==> src/rtl/nibble_switch_fifo_if.sv <==
// rtl/nibble_switch_fifo_if.sv - stream/FIFO bundle for nibble_switch_fifo.
// Optional outDropCnt exists only when NSWITCH_DROP_CNT_EN is defined.
interface nibble_switch_fifo_if #(
  parameter int DATA_W  = 4,
  parameter int NUM_IN  = 2,
  parameter int NUM_OUT = 2,
  parameter int DEPTH   = 8,
  parameter int DST_W   = (NUM_OUT > 1) ? $clog2(NUM_OUT) : 1
) ();
  localparam int LW = $clog2(DEPTH) + 1;

  logic [NUM_IN*DATA_W-1:0]  inData;
  logic [NUM_IN*DST_W-1:0]   inDest;
  logic [NUM_IN-1:0]         inValid;
  logic [NUM_IN-1:0]         outReady;
  logic [NUM_OUT-1:0]        inReadEnable;
  logic [NUM_OUT*DATA_W-1:0] outData;
  logic [NUM_OUT-1:0]        outValid;
  logic [NUM_OUT*LW-1:0]     outLevel;
  logic [NUM_OUT-1:0]        outFull;
  logic [NUM_OUT-1:0]        outEmpty;
  logic                      outError;
`ifdef NSWITCH_DROP_CNT_EN
  logic [NUM_IN*8-1:0]       outDropCnt;

  modport master (
    output inData, inDest, inValid, inReadEnable,
    input  outReady, outData, outValid, outLevel, outFull, outEmpty, outError, outDropCnt
  );
  modport slave (
    input  inData, inDest, inValid, inReadEnable,
    output outReady, outData, outValid, outLevel, outFull, outEmpty, outError, outDropCnt
  );
`else
  modport master (
    output inData, inDest, inValid, inReadEnable,
    input  outReady, outData, outValid, outLevel, outFull, outEmpty, outError
  );
  modport slave (
    input  inData, inDest, inValid, inReadEnable,
    output outReady, outData, outValid, outLevel, outFull, outEmpty, outError
  );
`endif
endinterface

==> src/rtl/nibble_switch_fifo.sv <==
// rtl/nibble_switch_fifo.sv - per-word routed NUM_IN x NUM_OUT switch into round-robin arbitrated output FIFOs.
// Optional per-input refused-cycle counters are built when NSWITCH_DROP_CNT_EN is defined.
module nibble_switch_fifo #(
  parameter int DATA_W  = 4,
  parameter int NUM_IN  = 2,
  parameter int NUM_OUT = 2,
  parameter int DEPTH   = 8,
  parameter int DST_W   = (NUM_OUT > 1) ? $clog2(NUM_OUT) : 1
) (
  input  logic                  inClock,
  input  logic                  inReset,
  nibble_switch_fifo_if.slave   bus
);
  localparam int AW = $clog2(DEPTH);
  localparam int LW = AW + 1;
  localparam int IW = (NUM_IN > 1) ? $clog2(NUM_IN) : 1;

  logic [DATA_W-1:0] mem_q    [NUM_OUT][DEPTH];
  logic [AW-1:0]     wr_ptr_q [NUM_OUT];
  logic [AW-1:0]     rd_ptr_q [NUM_OUT];
  logic [LW-1:0]     level_q  [NUM_OUT];
  logic [IW-1:0]     rr_q     [NUM_OUT];
  logic [DATA_W-1:0] dout_q   [NUM_OUT];
  logic [NUM_OUT-1:0] valid_q;
  logic               err_q;

  logic [NUM_OUT-1:0] wr_en;
  logic [NUM_OUT-1:0] pop;
  logic [NUM_OUT-1:0] full;
  logic [NUM_OUT-1:0] empty;
  logic [IW-1:0]      grant_idx [NUM_OUT];
  logic [DATA_W-1:0]  wr_data   [NUM_OUT];
  logic [NUM_IN-1:0]  ready;
  logic               err_set;

  always_comb begin
    for (int j = 0; j < NUM_OUT; j++) begin
      full[j]  = (level_q[j] == LW'(DEPTH));
      empty[j] = (level_q[j] == '0);
    end
  end

  assign pop = bus.inReadEnable & ~empty;

  // Ready is a function of arbitration and registered fullness only, never of the pop request.
  always_comb begin : arb
    int  idx;
    logic found;
    ready   = '0;
    wr_en   = '0;
    err_set = 1'b0;
    idx     = 0;
    found   = 1'b0;
    for (int j = 0; j < NUM_OUT; j++) begin
      grant_idx[j] = '0;
      wr_data[j]   = '0;
    end
    for (int i = 0; i < NUM_IN; i++) begin
      if (int'(bus.inDest[i*DST_W +: DST_W]) >= NUM_OUT) begin
        ready[i] = 1'b1;
        if (bus.inValid[i]) err_set = 1'b1;
      end
    end
    for (int j = 0; j < NUM_OUT; j++) begin
      found = 1'b0;
      for (int k = 1; k <= NUM_IN; k++) begin
        idx = int'(rr_q[j]) + k;
        if (idx >= NUM_IN) idx = idx - NUM_IN;
        if (!found && bus.inValid[idx] && int'(bus.inDest[idx*DST_W +: DST_W]) == j) begin
          found        = 1'b1;
          grant_idx[j] = IW'(idx);
        end
      end
      if (found && !full[j]) begin
        wr_en[j]              = 1'b1;
        ready[grant_idx[j]]   = 1'b1;
        wr_data[j]            = bus.inData[int'(grant_idx[j])*DATA_W +: DATA_W];
      end
    end
    if (inReset) ready = '0;
  end

  always_ff @(posedge inClock) begin
    for (int j = 0; j < NUM_OUT; j++) begin
      if (wr_en[j]) mem_q[j][wr_ptr_q[j]] <= wr_data[j];
    end
  end

  always_ff @(posedge inClock or posedge inReset) begin
    if (inReset) begin
      for (int j = 0; j < NUM_OUT; j++) begin
        wr_ptr_q[j] <= '0;
        rd_ptr_q[j] <= '0;
        level_q[j]  <= '0;
        rr_q[j]     <= IW'(NUM_IN - 1);
        dout_q[j]   <= '0;
      end
      valid_q <= '0;
      err_q   <= 1'b0;
    end else begin
      for (int j = 0; j < NUM_OUT; j++) begin
        if (wr_en[j]) begin
          wr_ptr_q[j] <= wr_ptr_q[j] + AW'(1);
          rr_q[j]     <= grant_idx[j];
        end
        if (pop[j]) begin
          rd_ptr_q[j] <= rd_ptr_q[j] + AW'(1);
          dout_q[j]   <= mem_q[j][rd_ptr_q[j]];
        end
        level_q[j] <= level_q[j] + LW'(wr_en[j]) - LW'(pop[j]);
      end
      valid_q <= pop;
      err_q   <= err_q | err_set;
    end
  end

  assign bus.outReady = ready;
  assign bus.outValid = valid_q;
  assign bus.outFull  = full;
  assign bus.outEmpty = empty;
  assign bus.outError = err_q;

  for (genvar j = 0; j < NUM_OUT; j++) begin : g_out
    assign bus.outData[j*DATA_W +: DATA_W] = dout_q[j];
    assign bus.outLevel[j*LW +: LW]        = level_q[j];
  end

`ifdef NSWITCH_DROP_CNT_EN
  logic [7:0] drop_q [NUM_IN];

  always_ff @(posedge inClock or posedge inReset) begin
    if (inReset) begin
      for (int i = 0; i < NUM_IN; i++) drop_q[i] <= '0;
    end else begin
      for (int i = 0; i < NUM_IN; i++) begin
        if (bus.inValid[i] && !ready[i] && drop_q[i] != 8'hFF) drop_q[i] <= drop_q[i] + 8'd1;
      end
    end
  end

  for (genvar i = 0; i < NUM_IN; i++) begin : g_drop
    assign bus.outDropCnt[i*8 +: 8] = drop_q[i];
  end
`endif
endmodule

==> src/flat_wrapper.sv <==
// flat-port wrapper written by rule: the top's interface ports become plain ports
module nibble_switch_fifo_flat 
#(
  parameter int DATA_W  = 4,
  parameter int NUM_IN  = 2,
  parameter int NUM_OUT = 2,
  parameter int DEPTH   = 8,
  parameter int DST_W   = (NUM_OUT > 1) ? $clog2(NUM_OUT) : 1
)
  (inClock, inReset, bus_inData, bus_inDest, bus_inValid, bus_inReadEnable, bus_outReady, bus_outData, bus_outValid, bus_outLevel, bus_outFull, bus_outEmpty, bus_outError);
  nibble_switch_fifo_if #(.DATA_W(DATA_W), .NUM_IN(NUM_IN), .NUM_OUT(NUM_OUT), .DEPTH(DEPTH), .DST_W(DST_W)) bus_i ();
  input  logic inClock;
  input  logic inReset;
  input wire logic [$bits(bus_i.inData)-1:0] bus_inData;
  input wire logic [$bits(bus_i.inDest)-1:0] bus_inDest;
  input wire logic [$bits(bus_i.inValid)-1:0] bus_inValid;
  input wire logic [$bits(bus_i.inReadEnable)-1:0] bus_inReadEnable;
  output wire logic [$bits(bus_i.outReady)-1:0] bus_outReady;
  output wire logic [$bits(bus_i.outData)-1:0] bus_outData;
  output wire logic [$bits(bus_i.outValid)-1:0] bus_outValid;
  output wire logic [$bits(bus_i.outLevel)-1:0] bus_outLevel;
  output wire logic [$bits(bus_i.outFull)-1:0] bus_outFull;
  output wire logic [$bits(bus_i.outEmpty)-1:0] bus_outEmpty;
  output wire logic [$bits(bus_i.outError)-1:0] bus_outError;
  assign bus_i.inData = bus_inData;
  assign bus_i.inDest = bus_inDest;
  assign bus_i.inValid = bus_inValid;
  assign bus_i.inReadEnable = bus_inReadEnable;
  assign bus_outReady = bus_i.outReady;
  assign bus_outData = bus_i.outData;
  assign bus_outValid = bus_i.outValid;
  assign bus_outLevel = bus_i.outLevel;
  assign bus_outFull = bus_i.outFull;
  assign bus_outEmpty = bus_i.outEmpty;
  assign bus_outError = bus_i.outError;
  nibble_switch_fifo #(.DATA_W(DATA_W), .NUM_IN(NUM_IN), .NUM_OUT(NUM_OUT), .DEPTH(DEPTH), .DST_W(DST_W)) u_core (.inClock(inClock), .inReset(inReset), .bus(bus_i));
endmodule
==> config.mk <==
export PLATFORM = sky130hd
export DESIGN_NAME = nibble_switch_fifo_flat
export DESIGN_NICKNAME = d
export VERILOG_FILES = /design/src/rtl/nibble_switch_fifo_if.sv /design/src/rtl/nibble_switch_fifo.sv /design/src/flat_wrapper.sv
export SDC_FILE = /design/constraint.sdc
export NUM_CORES = 1
export LEC_CHECK = 0
export CORE_MARGIN = 2
export CORE_UTILIZATION = 51
export DETAILED_ROUTE_END_ITERATION = 10
export GPL_TIMING_DRIVEN = 1
export PLACE_DENSITY = 0.76
export SLEW_MARGIN = 20
export SYNTH_ARGS = -nofsm -noshare
export SYNTH_HDL_FRONTEND = slang
export SYNTH_SLANG_ARGS = --single-unit
==> constraint.sdc <==
create_clock -name inClock -period 2.1 [get_ports inClock]
set_input_delay 0.42 -clock inClock [delete_from_list [all_inputs] [get_ports inClock]]
set_output_delay 0.42 -clock inClock [all_outputs]
set_load 0.03 [all_outputs]
==> metrics.md <==
| Metric | Value |
|---|---|
| Design Power | `approximately 7.5 mW` |
| CP startpoint kind | `flop` |
| VDD IR-drop max | `0.745 mV` |
| Main combinational cell family by area after synthesis | `multiplexers` |
| Global route total overflow | `0` |
| Critical path type | `flop to output port` |
| TritonCTS Buffers | `9` |
| Die ar. | `9350 um2` |
| Min Tclk post-route | `2.16 ns` |
| Clock transition at path regs | `around 0.1 ns` |
| Crit path max fanout | `4` |
| Layout area overhead | `28.2%` |
| Fill cell count | `around 580` |
| Total Routing Usage GR | `18.6%` |
| CTS Root Cell | `clkbuf_8` |
| Fmax | `between 400 and 500 MHz` |
| Core ar. | `8260 um2` |
| Fin crit share | `103%` |
| Clock sink count | `96` |
| CTS tree | `built` |
| Top Ports | `41` |
| Iter 0 DRT Violations | `around 110` |
| Initial antenna violation count | `0` |
| Cell Area, Synth | `around 4400 um2` |
| Setup Skew | `0.0153 ns` |
| Count of maximum capacitance violations | `0` |
| Post-synth EDFFs | `64` |
| Leak | `roughly 2.3 nW` |
| WHS | `between 0.5 and 0.6 ns` |
| Final wirelength | `8.33 mm` |
| First-pass DRT Iterations | `6` |
| Via Count | `about 2600` |
| Die Y | `between 90 and 100 um` |
| Final setup vio count | `4` |
| Final setup margin | `-0.0645 ns` |
| Internal power | `4.80 mW` |
| XOR/XNOR Fraction of Synth Area | `under 10%` |
| Outcome | `complete, but fails checks` |
| Net Switching | `about 2.7 mW` |
| Worst Tran Pin Value | `a little under 0.7 ns` |
| Largest net degree at the start of global routing | `33` |
| Main synth FF type | `edfxtp_1` |
| CP arrival | `1.74 ns` |
| Net Count, Synth | `333` |
| Clk_lat worst skew | `between 0.3 and 0.4 ns` |
| Slew HR | `a little over half` |
| Syn Area/Cell | `14.7 um2` |
| Simple-gate share of the synthesized area | `under 10%` |
| Final cell count without fillers | `500` |
| Starting Density | `a little over half` |
| Port Buffers | `39` |
| Clock power share | `about 16%` |
| Hold Crit Class | `flop to flop` |
| Reg area | `approximately 2700 um2` |
| Combinational share of power | `about 44%` |
| Vias in the first global route | `around 2700` |
| Worst endpoint required time | `between 1.5 and 2 ns` |
| Drt wl/cell | `between 15 and 20 um` |
| Ant diodes | `0` |
| Compound-cell area share of the yosys netlist | `3.08%` |
| Syn Inst Count | `around 300` |
| Placed insts | `471` |
| Nets | `424` |
| DRC viols | `0` |
| Mux cell area share after synthesis | `between 10 and 15%` |
| Rows | `33` |
| Failing checks | `setup timing` |
| Yosys cell types | `38` |
| Final hold violation count | `0` |
| Register share of total power | `roughly two fifths` |
| Switching part of the total | `~36%` |
| H-tree lvl count | `3` |
| Layout cell share with drive strength beyond 1 | `between 30% and 40%` |
| Final core utilization | `68.1%` |
| DP Wirelength | `approximately 5.7 mm` |
| Post-Synth Adder-Cell Area | `approximately 5.5%` |
| Yosys reg bits | `between 90 and 100` |
| Sequential share of the synthesized area | `between 60% and 70%` |
| Worst-case clock buffer depth | `2` |
| Post-route ant nets | `0` |
| First-pass GRT wire length | `13.6 mm` |
| Placer Congestion | `slightly below 0.9` |
| Post-synth ARST share | `about a third` |
| Via/cell ratio | `5.27` |
| CP Capture Type | `output port` |
| Die W | `approximately 97 um` |
| Setup_tns | `-0.222 ns` |
| P per Cell Area | `between 1000 and 1500 nW/um2` |
| Area of the multi-input gates | `~1600 um2` |
| Pins Over Slew Limit | `0` |
| RSZ-0062 raised after global routing | `yes` |
| YS warnings | `0` |
[cell usage after synthesis (all sizes together) (4+ instances only)]
master / n / area (um2)
inv: 27 / 101
xnor2: 5 / 43.8
dfrtp: 30 / 751
ha: 16 / 200
nor2: 6 / 22.5
buf: 10 / 95.1
mux2: 4 / 45.0
mux4: 8 / 180
a21oi: 12 / 60.1
nand3: 18 / 90.1
xor2: 7 / 61.3
mux2i: 40 / 400
nor2b: 4 / 25.0
edfxtp: 64 / 1920
nand4: 5 / 31.3
nor3: 8 / 40.0
nand2b: 4 / 25.0
[per-stage QoR]
| stage | area (um2) | worst slack (ns) |
|---|---|---|
| final | 5620 | -0.0645 |
| after global routing | 5620 | -0.137 |
| after floorplan | 4510 | -0.275 |
| after CTS | 5540 | -0.103 |
| after global placement | 5220 | -0.170 |
| after detailed placement | 5220 | -0.215 |
[power by group through the flow]
stage	Sequential [mW]	Combinational, mW	Clock, mW
2_1_floorplan	3.27	1.93	0
3_3_place_gp	2.98	3.02	0
3_5_place_dp	3.00	3.17	0
4_1_cts	2.97	3.26	1.25
5_1_grt	3.06	3.62	1.33
6_report	2.98	3.33	1.23
[cells by family (layout without fill, tap and decap cells)]
kind of cell               after synthesis  after routing
and+or+nand+nor                         60             60
DFF                                     96             96
xor gates and xnor gates                12             12
muxes                                   52             52
AOI/OAI and AO/OA                       20             20
other                                    1              1
buffers and inverters                   40            136
adders and majority gates               18             18
[critical path, cell delays in order, from the launching register on]
cell and delay [ns]:
dfrtp_2 0.44, inv_4 0.07, ha_4 0.11, or3b_4 0.40, nand4_1 0.14, a21oi_2 0.08, buf_6 0.13
[layout make-up]
type,count,share of cell area [%]
clock buffer,9,2.20
multi-input combinational,163,29.1
sequential,96,48.6
inverter,27,1.98
timing repair buffer,93,14.4
tap,105,2.34
clock inverter,7,1.42
[cell usage in the layout (no fill, tap or decap), drive strengths merged, types with 11 or more instances in the layout]
cell type,netlist,routed
clkbuf,3,11
mux2i,40,40
dfrtp,30,30
a21oi,12,12
ha,16,16
inv,27,28
clkdlybuf4s50,0,31
buf,10,58
nand3,18,18
edfxtp,64,64
[final timing paths]
path                                                    from                           endpoint  slack, ns  cells after the start
min                        u_core.bus.outData[0]$_DFFE_PP0P_  u_core.bus.outData[0]$_DFFE_PP0P_       0.52                      2
max                         u_core.bus.outLevel[6]$_DFF_PP0_                    bus_outReady[1]      -0.06                      6
max reg2reg                 u_core.bus.outLevel[6]$_DFF_PP0_   u_core.bus.outLevel[5]$_DFF_PP0_      -0.06                     11
min in group asynchronous                            inReset     u_core.rd_ptr_q[3]$_DFFE_PP0P_       0.56                      3
min reg2reg                u_core.bus.outData[0]$_DFFE_PP0P_  u_core.bus.outData[0]$_DFFE_PP0P_       0.52                      2
max in group asynchronous                            inReset         u_core.rr_q[0]$_DFFE_PP1P_       1.20                      3
[sequential cells by signal, summed over array words and instances (netlist names)]
signal and cells:
u_core.mem_q 64, u_core.bus.outData 8, u_core.bus.outLevel 8, u_core.rd_ptr_q 6, u_core.wr_ptr_q 6, u_core.bus.outValid 2, u_core.rr_q 2
[per-layer routing]
metal | vias to the layer above | track usage [%] | routed length, um
met4 | 0 | 7.26 | 123
met3 | 9 | 3.97 | 258
met1 | 1293 | 24.9 | 3930
li1 | 1268 | - | -
met2 | 67 | 30.1 | 4020
met5 | - | 0 | 0
[what timing repair did]
item	4_1_cts	5_1_grt
setup endpoints to repair	7	13
resized for setup	16	20
pin swaps	2	5
setup buffers	12	3
hold buffers	0	0
Note: power is estimated with default switching activity, not from simulation.
